## config.mk

```make
export PLATFORM = sky130hd
export DESIGN_NAME = ifetch
export DESIGN_NICKNAME = d
export VERILOG_FILES = /design/src/rtl/rvga_types.sv /design/src/rtl/ifetch_fifo.sv /design/src/rtl/ifetch.sv
export SDC_FILE = /design/constraint.sdc
export NUM_CORES = 1
export LEC_CHECK = 0
export ABC_AREA = 1
export CORE_ASPECT_RATIO = 1.75
export CORE_UTILIZATION = 50
export DETAILED_ROUTE_END_ITERATION = 6
export DONT_BUFFER_PORTS = 1
export SLEW_MARGIN = 40
export SYNTH_ARGS = -nofsm -noshare
export SYNTH_HDL_FRONTEND = slang
export SYNTH_SLANG_ARGS = --single-unit
```

## constraint.sdc

```tcl
create_clock -name clk -period 8.9 [get_ports clk]
set_input_delay 1.78 -clock clk [delete_from_list [all_inputs] [get_ports clk]]
set_output_delay 1.78 -clock clk [all_outputs]
set_load 0.01 [all_outputs]
```

## src/rtl/rvga_types.sv

```systemverilog
// Shared types for the fetch stage: machine word, buffered fetch entry and fetch FSM states.
package rvga_types;

  typedef logic [31:0] rvga_word;

  typedef struct packed {
    rvga_word pc;
    rvga_word instr;
    logic     misal;
  } ifetch_entry_t;

  localparam rvga_word RVGA_NOP = 32'h0000_0013;
  localparam rvga_word PcStep   = 32'd4;

  typedef enum logic [1:0] {
    StFetch,
    StStall,
    StKill,
    StHalt
  } ifetch_state_t;

endpackage

```

## src/rtl/ifetch_fifo.sv

```systemverilog
// Instruction buffer between fetch and decode. Flush wins over pop; a push in the flush cycle
// becomes the sole entry.
module ifetch_fifo
  import rvga_types::*;
#(
  parameter int unsigned Depth = 2,
  parameter int unsigned CntW  = $clog2(Depth + 1)
) (
  input  logic          clk_i,
  input  logic          rst_i,
  input  logic          push_i,
  input  ifetch_entry_t entry_i,
  input  logic          pop_i,
  input  logic          flush_i,
  output ifetch_entry_t head_o,
  output logic          valid_o,
  output logic [CntW-1:0] count_o
);

  localparam int unsigned PtrW = $clog2(Depth);

  ifetch_entry_t   mem_q [Depth];
  logic [PtrW-1:0] rptr_q, rptr_d;
  logic [PtrW-1:0] wptr_q, wptr_d;
  logic [PtrW-1:0] waddr;
  logic [CntW-1:0] count_q, count_d;
  logic            pop_eff;

  assign valid_o = (count_q != '0);
  assign pop_eff = pop_i && valid_o;
  assign head_o  = mem_q[rptr_q];
  assign count_o = count_q;

  always_comb begin
    rptr_d  = rptr_q;
    wptr_d  = wptr_q;
    count_d = count_q;
    waddr   = wptr_q;
    if (flush_i) begin
      rptr_d  = '0;
      waddr   = '0;
      wptr_d  = push_i ? PtrW'(1) : '0;
      count_d = push_i ? CntW'(1) : '0;
    end else begin
      if (pop_eff) rptr_d = rptr_q + PtrW'(1);
      if (push_i)  wptr_d = wptr_q + PtrW'(1);
      count_d = count_q + CntW'(push_i) - CntW'(pop_eff);
    end
  end

  always_ff @(posedge clk_i or posedge rst_i) begin
    if (rst_i) begin
      rptr_q  <= '0;
      wptr_q  <= '0;
      count_q <= '0;
    end else begin
      rptr_q  <= rptr_d;
      wptr_q  <= wptr_d;
      count_q <= count_d;
    end
  end

  // Storage carries no reset; valid_o gates every use of the head entry.
  always_ff @(posedge clk_i) begin
    if (push_i) mem_q[waddr] <= entry_i;
  end

endmodule

```

## src/rtl/ifetch.sv

```systemverilog
// Fetch stage: PC, single-outstanding icache request and decode buffer with redirect/kill.
// IFETCH_MISALIGN_CHK_EN turns misaligned redirects into a marker entry and a halt.
module ifetch
  import rvga_types::*;
#(
  parameter rvga_word    RESET_PC   = 32'h0000_0000,
  parameter int unsigned FIFO_DEPTH = 2
) (
  input  logic        clk,
  input  logic        rst,
  input  logic        redirect_valid,
  input  logic [31:0] redirect_pc,
  input  logic        decode_ready,
  output logic        ifetch_decode_valid,
  output logic [31:0] ifetch_decode_instr,
  output logic [31:0] ifetch_decode_pc,
  output logic        ifetch_decode_misal,
  output logic [31:0] ifetch_icache_addr,
  output logic        ifetch_icache_read,
  input  logic [31:0] icache_ifetch_rdata,
  input  logic        icache_ifetch_resp
);

  localparam int unsigned CntW = $clog2(FIFO_DEPTH + 1);
  localparam logic [CntW:0] DepthW = (CntW + 1)'(FIFO_DEPTH);

  ifetch_state_t state_q, state_d;
  rvga_word      pc_q, pc_d;
  rvga_word      addr_q, addr_d;
  logic          read_q, read_d;

  logic            push, pop, flush;
  ifetch_entry_t   push_entry, head;
  logic            fifo_valid;
  logic [CntW-1:0] fifo_count;
  logic [CntW:0]   cnt_push, cnt_nopush;
  rvga_word        target;

`ifdef IFETCH_MISALIGN_CHK_EN
  assign target = redirect_pc;
`else
  assign target = redirect_pc & ~32'h3;
`endif

  assign pop        = fifo_valid && decode_ready && !redirect_valid;
  assign cnt_push   = {1'b0, fifo_count} + {{CntW{1'b0}}, 1'b1} - {{CntW{1'b0}}, pop};
  assign cnt_nopush = {1'b0, fifo_count} - {{CntW{1'b0}}, pop};

  always_comb begin
    state_d    = state_q;
    pc_d       = pc_q;
    addr_d     = addr_q;
    read_d     = read_q;
    push       = 1'b0;
    flush      = 1'b0;
    push_entry = '{pc: pc_q, instr: icache_ifetch_rdata, misal: 1'b0};

    if (redirect_valid) begin
      flush = 1'b1;
      pc_d  = target;
      if (read_q && !icache_ifetch_resp) begin
        // Request in flight: keep addr/read stable and discard its data later.
        state_d = StKill;
`ifdef IFETCH_MISALIGN_CHK_EN
      end else if (redirect_pc[1:0] != 2'b00) begin
        push       = 1'b1;
        push_entry = '{pc: redirect_pc, instr: RVGA_NOP, misal: 1'b1};
        state_d    = StHalt;
        read_d     = 1'b0;
`endif
      end else begin
        state_d = StFetch;
        read_d  = 1'b1;
        addr_d  = target;
      end
    end else begin
      unique case (state_q)
        StFetch: begin
          if (read_q) begin
            if (icache_ifetch_resp) begin
              push = 1'b1;
              pc_d = pc_q + PcStep;
              if (cnt_push < DepthW) begin
                addr_d = pc_q + PcStep;
              end else begin
                read_d  = 1'b0;
                state_d = StStall;
              end
            end
          end else if (cnt_nopush < DepthW) begin
            read_d = 1'b1;
            addr_d = pc_q;
          end else begin
            state_d = StStall;
          end
        end
        StStall: begin
          if (pop) begin
            state_d = StFetch;
            read_d  = 1'b1;
            addr_d  = pc_q;
          end
        end
        StKill: begin
          if (icache_ifetch_resp) begin
            state_d = StFetch;
            read_d  = 1'b1;
            addr_d  = pc_q;
`ifdef IFETCH_MISALIGN_CHK_EN
            if (pc_q[1:0] != 2'b00) begin
              push       = 1'b1;
              push_entry = '{pc: pc_q, instr: RVGA_NOP, misal: 1'b1};
              state_d    = StHalt;
              read_d     = 1'b0;
              addr_d     = addr_q;
            end
`endif
          end
        end
        StHalt: begin
          state_d = StHalt;
        end
        default: begin
          state_d = StFetch;
        end
      endcase
    end
  end

  always_ff @(posedge clk or posedge rst) begin
    if (rst) begin
      state_q <= StFetch;
      pc_q    <= RESET_PC;
      addr_q  <= RESET_PC;
      read_q  <= 1'b0;
    end else begin
      state_q <= state_d;
      pc_q    <= pc_d;
      addr_q  <= addr_d;
      read_q  <= read_d;
    end
  end

  ifetch_fifo #(
    .Depth(FIFO_DEPTH)
  ) u_fifo (
    .clk_i  (clk),
    .rst_i  (rst),
    .push_i (push),
    .entry_i(push_entry),
    .pop_i  (pop),
    .flush_i(flush),
    .head_o (head),
    .valid_o(fifo_valid),
    .count_o(fifo_count)
  );

  assign ifetch_icache_addr  = addr_q;
  assign ifetch_icache_read  = read_q;
  assign ifetch_decode_valid = fifo_valid;
  assign ifetch_decode_instr = head.instr;
  assign ifetch_decode_pc    = head.pc;
  assign ifetch_decode_misal = fifo_valid & head.misal;

endmodule

```

==> results of run 1 <==
-- power breakdown --
group          switching [mW]  total, mW  internal [mW]
Combinational           0.638      0.946          0.307
Clock                   0.364      0.767          0.403
Sequential              0.181       1.34           1.16
Total                    1.18       3.05           1.87
-- worst max-delay path by stage --
stage | startpoint | end | slack, ns | cells after the start
after global routing | u_fifo.rptr_q$_DFFE_PP0P_ | ifetch_decode_pc[8] | 5.31 | 2
after detailed placement | redirect_valid | u_fifo.mem_q[0][3]$_DFFE_PP_ | 4.95 | 5
after floorplan | icache_ifetch_resp | u_fifo.mem_q[0][0]$_DFFE_PP_ | 3.71 | 4
after global placement | redirect_valid | pc_q[22]$_DFFE_PP0P_ | 4.83 | 6
after CTS | u_fifo.rptr_q$_DFFE_PP0P_ | ifetch_decode_pc[8] | 5.18 | 2
final | u_fifo.rptr_q$_DFFE_PP0P_ | ifetch_decode_pc[8] | 5.38 | 2
-- layout make-up --
class,count,share of cell area (%)
clock buffers,18,4.349
clock inverters,14,1.687
inverters,91,3.487
multi-input cells,578,31.78
flip-flops and latches,192,55.00
well taps,231,2.929
repair buffers,7,0.7735
-- layer usage --
layer / GRT usage, % / wire (um)
met5: 0 / 0
met4: 12.69 / 984
met3: 5.316 / 1228
met2: 40.29 / 10820
met1: 26.98 / 8160
-- flip-flops by register name, summed over array words and instances, names as in the netlist --
signal / flops
u_fifo.mem_q: 124
state_q: 2
u_fifo.count_o: 2
u_fifo.rptr_q: 1
ifetch_icache_read: 1
ifetch_icache_addr: 31
pc_q: 30
u_fifo.wptr_q: 1
-- logic make-up (layout without fill, tap and decap cells) --
kind of cell    Yosys count  in the layout  share of synthesized area [%]
other cells               1              3                        0.04129
mux                      62             62                          7.687
compound gates          105            105                          7.136
xor+xnor                  9              9                         0.8679
buf+inv                 129            130                          6.020
simple gates            392            392                          17.55
flops                   192            192                          59.73
fa+ha+maj                 7              7                         0.9643
-- cell usage in the layout, fill, tap and decap left out, types with 2 or more instances in the layout --
| cell | n |
|---|---|
| nand2_1 | 226 |
| edfxtp_1 | 124 |
| nor2_1 | 92 |
| inv_1 | 83 |
| dfrtp_1 | 67 |
| mux2_2 | 62 |
| nand3_1 | 57 |
| a21oi_1 | 37 |
| clkbuf_16 | 17 |
| o21ai_0 | 15 |
| o221ai_1 | 12 |
| o21ai_1 | 10 |
| xor2_1 | 7 |
| o211ai_1 | 7 |
| ha_1 | 7 |
| inv_8 | 7 |
| a21oi_2 | 6 |
| inv_2 | 5 |
| nor2_2 | 5 |
| o22ai_1 | 5 |
| a31oi_1 | 4 |
| nor2_4 | 3 |
| a22oi_1 | 3 |
| conb_1 | 3 |
| clkinv_4 | 3 |
| buf_4 | 3 |
| buf_6 | 3 |
| nand3_2 | 2 |
| nand4_1 | 2 |
| nand2_2 | 2 |
| clkinv_1 | 2 |
| xnor2_1 | 2 |
| a31o_1 | 2 |
| clkinvlp_4 | 2 |
-- through the flow --
step / setup WS, ns / hold slack, ns / instances
5_1_grt: 5.306 / 0.5568 / 1131
3_3_place_gp: 4.832 / 0.5249 / 1098
3_5_place_dp: 4.947 / 0.5332 / 1098
6_report: 5.376 / 0.5518 / 1131
2_1_floorplan: 3.707 / 0.4641 / 899
4_1_cts: 5.179 / 0.5505 / 1130
==> flow_summary_export.csv, run 1 <==
group,metric,value,unit
outcome,status,"finished, final reports clean",
setup_path,endpoint_kind,"primary output",
logic_synthesis,yosysUniqueCellTypes,41,
setup_path,r2r-end,"pc_q[11]$_DFFE_PP0P_",
worst_hold_path,hp-start,"pc_q[10]$_DFFE_PP0P_",
cts,hold_buffers,0,
die,dieWidth,103.9,um
logic_synthesis,ys_top_cells_by_count,"nand2_1, edfxtp_1, nor2_1",
finish,fin_nets,963,
drt,vias,6157,
cts,insertion_delay,0.43,ns
place,place_area,9244,um2
setup_path,crit_family,"buffers and inverters",
sta,finalMaxSlewViolations,0,
drt,drc,0,
setup_path,cp.arrival,1.74,ns
setup_path,required,7.12,ns
finish,multiInputGateArea,3136,um2
finish,fillers,1556,
setup_path,timing.rr.start,"state_q[0]$_DFFE_PP0P_",
cts,cts.sinks,192,
drt,drt-total-wl,21.20,mm
die,row_count,64,
sta,relSlewSlack,54.60,%
die,core,17620,um2
drt,drt_iter0_markers,337,
global_routing,grt_max_degree,69,
logic_synthesis,synthCells,897,
finish,fin_area,9867,um2
logic_synthesis,synthFlopType,"edfxtp_1",
power,ir_drop,0.2335,mV
power,power.total,3.053,mW
cts,clockBufferDepth,2,
global_routing,antenna_found_initial,0,
sta,tns,0,ns
worst_hold_path,whs_path_depth,0,
cts,clockRootBuffer,"clkbuf_16",
drt,dr.pass1.iters,5,
drt,routedWlPerCell,18.74,um
power,leakagePower,4.013,nW
place,gp_congestion,0.8623,
setup_path,critPathKind,"register to primary output",
logic_synthesis,synth_seq_cells,192,
sta,period_needed,3.524,ns
cts,cts_buffers,17,
setup_path,path_buf_inv,1,
logic_synthesis,avgSynthCellArea,10.13,um2
global_routing,grt_pass1_vias,6373,
global_routing,grt_overflow,0,
drt,ant_nets,0,
place,port_buffers,0,
die,boundaryPins,168,
sta,period_share,39.59,%
logic_synthesis,asyncSetResetFlopFracSynth,35.42,%
global_routing,grt_first_pass_wirelength,33.69,mm
sta,worst_clock_skew,0.007491,ns
finish,fin_util,56.01,%
worst_hold_path,min_to,"u_fifo.mem_q[1][42]$_DFFE_PP_",
place,dp_hpwl,14.48,mm
logic_synthesis,synth_top_area_cell,"edfxtp_1",
cts,cts_tree,"built",
finish,num_antenna_cells,0,
sta,setup_violations,0,
power,power_per_cell_area,309.5,nW/um2
logic_synthesis,syn_area,9082,um2
drt,vias_per_cell,5.444,
die,start_util,51.56,%
logic_synthesis,yosys-top-cells-area,"edfxtp_1, dfrtp_1, nand2_1",
logic_synthesis,yosys.area.top_type_share,41.00,%
sta,hold_viol_final,0,
cts,cts-htree-levels,4,
setup_path,start_kind,"register",
finish,areaGrowthSynthToFinish,8.638,%
global_routing,grt_use_total,23.44,%
cts,clk_pin_slew_worst_paths,0.07,ns
setup_path,reg2reg_slack,6.42,ns
sta,fmax,0.2838,GHz
die,fp.dieH,180.3,um
die,die_area,18730,um2
logic_synthesis,ys_seq_area_share,59.73,%
setup_path,reg2reg_depth,10,
setup_path,slowest_stage,"buf_6",
sta,rsz0062_at_grt,"no",
logic_synthesis,yosysMostFrequentCell,"nand2_1",
setup_path,critPathMaxStageDelay,0.46,ns
cts,cts-resized-gates,0,
worst_hold_path,hold_path_class,"register to register",
run,cap_violations,0,
cts,cts_setup_buffers,0,
finish,drive_gt1_share,14.11,%
setup_path,path_cells,"buf_6 -> mux2_2",
setup_path,worst-path-max-fanout,64,
sta,worst_slew_pin_slew,0.6809,ns
finish,regArea,5426,um2
logic_synthesis,synth-edff-count,124,
logic_synthesis,ys_warn_count,0,
Power figures use the tool's default switching activity.
==> run 2: changes to the inputs <==
- clock period: 8.9 -> 3.45 ns (I/O delays scaled with it)
==> run 2 against run 1 <==
  * Via count is 1.6% higher
  * Power grew to 2.6 times the previous value
  * Combinational power grew to 2.6 times the previous value
  * Cell area is 0.34% higher
  * Flip-flop and latch count stayed put
  * Routed wire length is 1.2% lower
  * Global-route usage is 0.38 points lower
  * Hold slack worse by 0.27 ns
  * Largest cell class unchanged
==> flow_summary_export.csv, run 2 (same netlist as run 1, synthesis figures left out) <==
group,metric,value,unit
drt,drc,0,
cts,insertion_delay,0.43,ns
setup_path,start_kind,"register",
finish,areaGrowthSynthToFinish,9.010,%
setup_path,worst-path-max-fanout,31,
sta,period_needed,2.805,ns
cts,clk_pin_slew_worst_paths,0.08,ns
die,dieWidth,103.9,um
sta,worst_clock_skew,0.01467,ns
cts,clockBufferDepth,2,
die,core,17620,um2
cts,cts.sinks,192,
drt,dr_wl_met2,10.70,mm
drt,routedWlPerCell,18.48,um
sta,hold_viol_final,0,
drt,wl_met3,1.244,mm
setup_path,reg2reg_depth,10,
global_routing,grt_pass1_vias,6286,
finish,largest_reg_flops,124,
drt,drt-total-wl,20.95,mm
drt,met1_length,8.135,mm
place,gp_congestion,0.9075,
cts,cts-htree-levels,4,
global_routing,grt_overflow,0,
sta,setup_violations,0,
sta,finalMaxSlewViolations,0,
finish,fin_nets,966,
run,cap_violations,0,
finish,mostFrequentLayoutCells,"nand2_1, edfxtp_1, nor2_1",
drt,dr.pass1.iters,5,
finish,num_antenna_cells,0,
global_routing,grt_first_pass_wirelength,33.38,mm
drt,vias,6258,
power,power.total,7.950,mW
place,dp_hpwl,14.64,mm
die,die_area,18730,um2
cts,cts_setup_buffers,0,
drt,ant_nets,0,
finish,drive_gt1_share,14.29,%
global_routing,antenna_found_initial,0,
sta,relSlewSlack,52.90,%
global_routing,grt_max_degree,69,
drt,drt_iter0_markers,380,
cts,clockRootBuffer,"clkbuf_16",
setup_path,required,2.76,ns
sta,tns,0,ns
finish,regMostFlops,"u_fifo.mem_q",
die,start_util,51.56,%
die,boundaryPins,168,
die,row_count,64,
setup_path,critPathKind,"register to primary output",
outcome,status,"finished, final reports clean",
drt,vias_per_cell,5.519,
power,leakagePower,4.039,nW
sta,period_share,81.32,%
cts,cts_tree,"built",
setup_path,cp.arrival,2.12,ns
place,port_buffers,0,
cts,cts-resized-gates,0,
drt,highest_layer,"met4",
global_routing,grt_use_total,23.06,%
finish,final_common_cell,"nand2_1",
sta,rsz0062_at_grt,"no",
setup_path,endpoint_kind,"primary output",
die,fp.dieH,180.3,um
sta,fmax,0.3564,GHz
sta,worst_slew_pin_slew,0.7064,ns
worst_hold_path,hold_path_class,"input port to asynchronous set/reset pin",
cts,hold_buffers,0,
finish,fillers,1535,
cts,cts_buffers,17,
power,ir_drop,0.8617,mV
power,power_per_cell_area,802.9,nW/um2
==> run 2: cell types whose count changed in the layout (fill, tap and decap cells not counted), sizes merged <==
cell	change
buf	+3
bufinv	+1
clkbuf	-1
clkinv	-1
inv	+1
==> run 2: worst paths after layout <==
path                                           startpoint                                 to  slack (ns)
worst min-delay path                                  rst  ifetch_icache_addr[1]$_DFFE_PP0P_        0.28
worst min register to register       pc_q[31]$_DFFE_PP0P_      u_fifo.mem_q[1][63]$_DFFE_PP_        0.52
min in group clk                           redirect_valid        u_fifo.count_o[0]$_DFF_PP0_        0.32
max in group asynchronous                             rst          u_fifo.rptr_q$_DFFE_PP0P_        2.63
worst max register to register     state_q[1]$_DFFE_PP0P_               pc_q[21]$_DFFE_PP0P_        0.95
worst max-delay path            u_fifo.rptr_q$_DFFE_PP0P_                ifetch_decode_pc[8]        0.64
==> run 2: layout make-up <==
cell class | count | area (um2) | area share (%)
Sequential cell | 192 | 5426 | 54.81
Tap cell | 231 | 289.0 | 2.919
Inverter | 91 | 344.1 | 3.475
Clock buffer | 17 | 425.4 | 4.297
Multi-Input combinational cell | 578 | 3133 | 31.64
Clock inverter | 15 | 191.4 | 1.934
Timing Repair Buffer | 10 | 91.34 | 0.9225
==> run 2: metal layers <==
| metal | track usage (%) | vias to the layer above |
|---|---|---|
| met3 | 5.244 | 43 |
| met2 | 39.76 | 224 |
| li1 | - | 2993 |
| met1 | 26.26 | 2998 |
| met5 | 0 | - |
| met4 | 12.86 | 0 |
==> run 2: worst max-delay path, cell delays in order (launching register included) <==
cell     delay (ns)
dfrtp_2        0.82
buf_4          0.41
mux2_2         0.43
==> run 2: power by group <==
| group | total [mW] | leakage, nW | internal, mW | switching [mW] |
|---|---|---|---|---|
| Clock | 2.03 | 0.297 | 1.11 | 0.918 |
| Combinational | 2.42 | 1.83 | 0.802 | 1.62 |
| Sequential | 3.50 | 1.91 | 2.99 | 0.512 |
| Total | 7.95 | 4.04 | 4.90 | 3.05 |
==> run 2: per-stage QoR <==
step / util (%) / hold WS [ns] / instances / cell area (um2) / worst slack (ns)
after global placement: 52.68 / 0.4948 / 1102 / 9280 / 1.001
after global routing: 56.20 / 0.3048 / 1134 / 9901 / 0.5574
after floorplan: - / 0.4641 / 899 / 9095 / 0.3776
final: 56.20 / 0.2835 / 1134 / 9901 / 0.6445
after detailed placement: 52.70 / 0.5041 / 1102 / 9284 / 0.9806
after CTS: 56.20 / 0.3039 / 1134 / 9901 / 0.6065
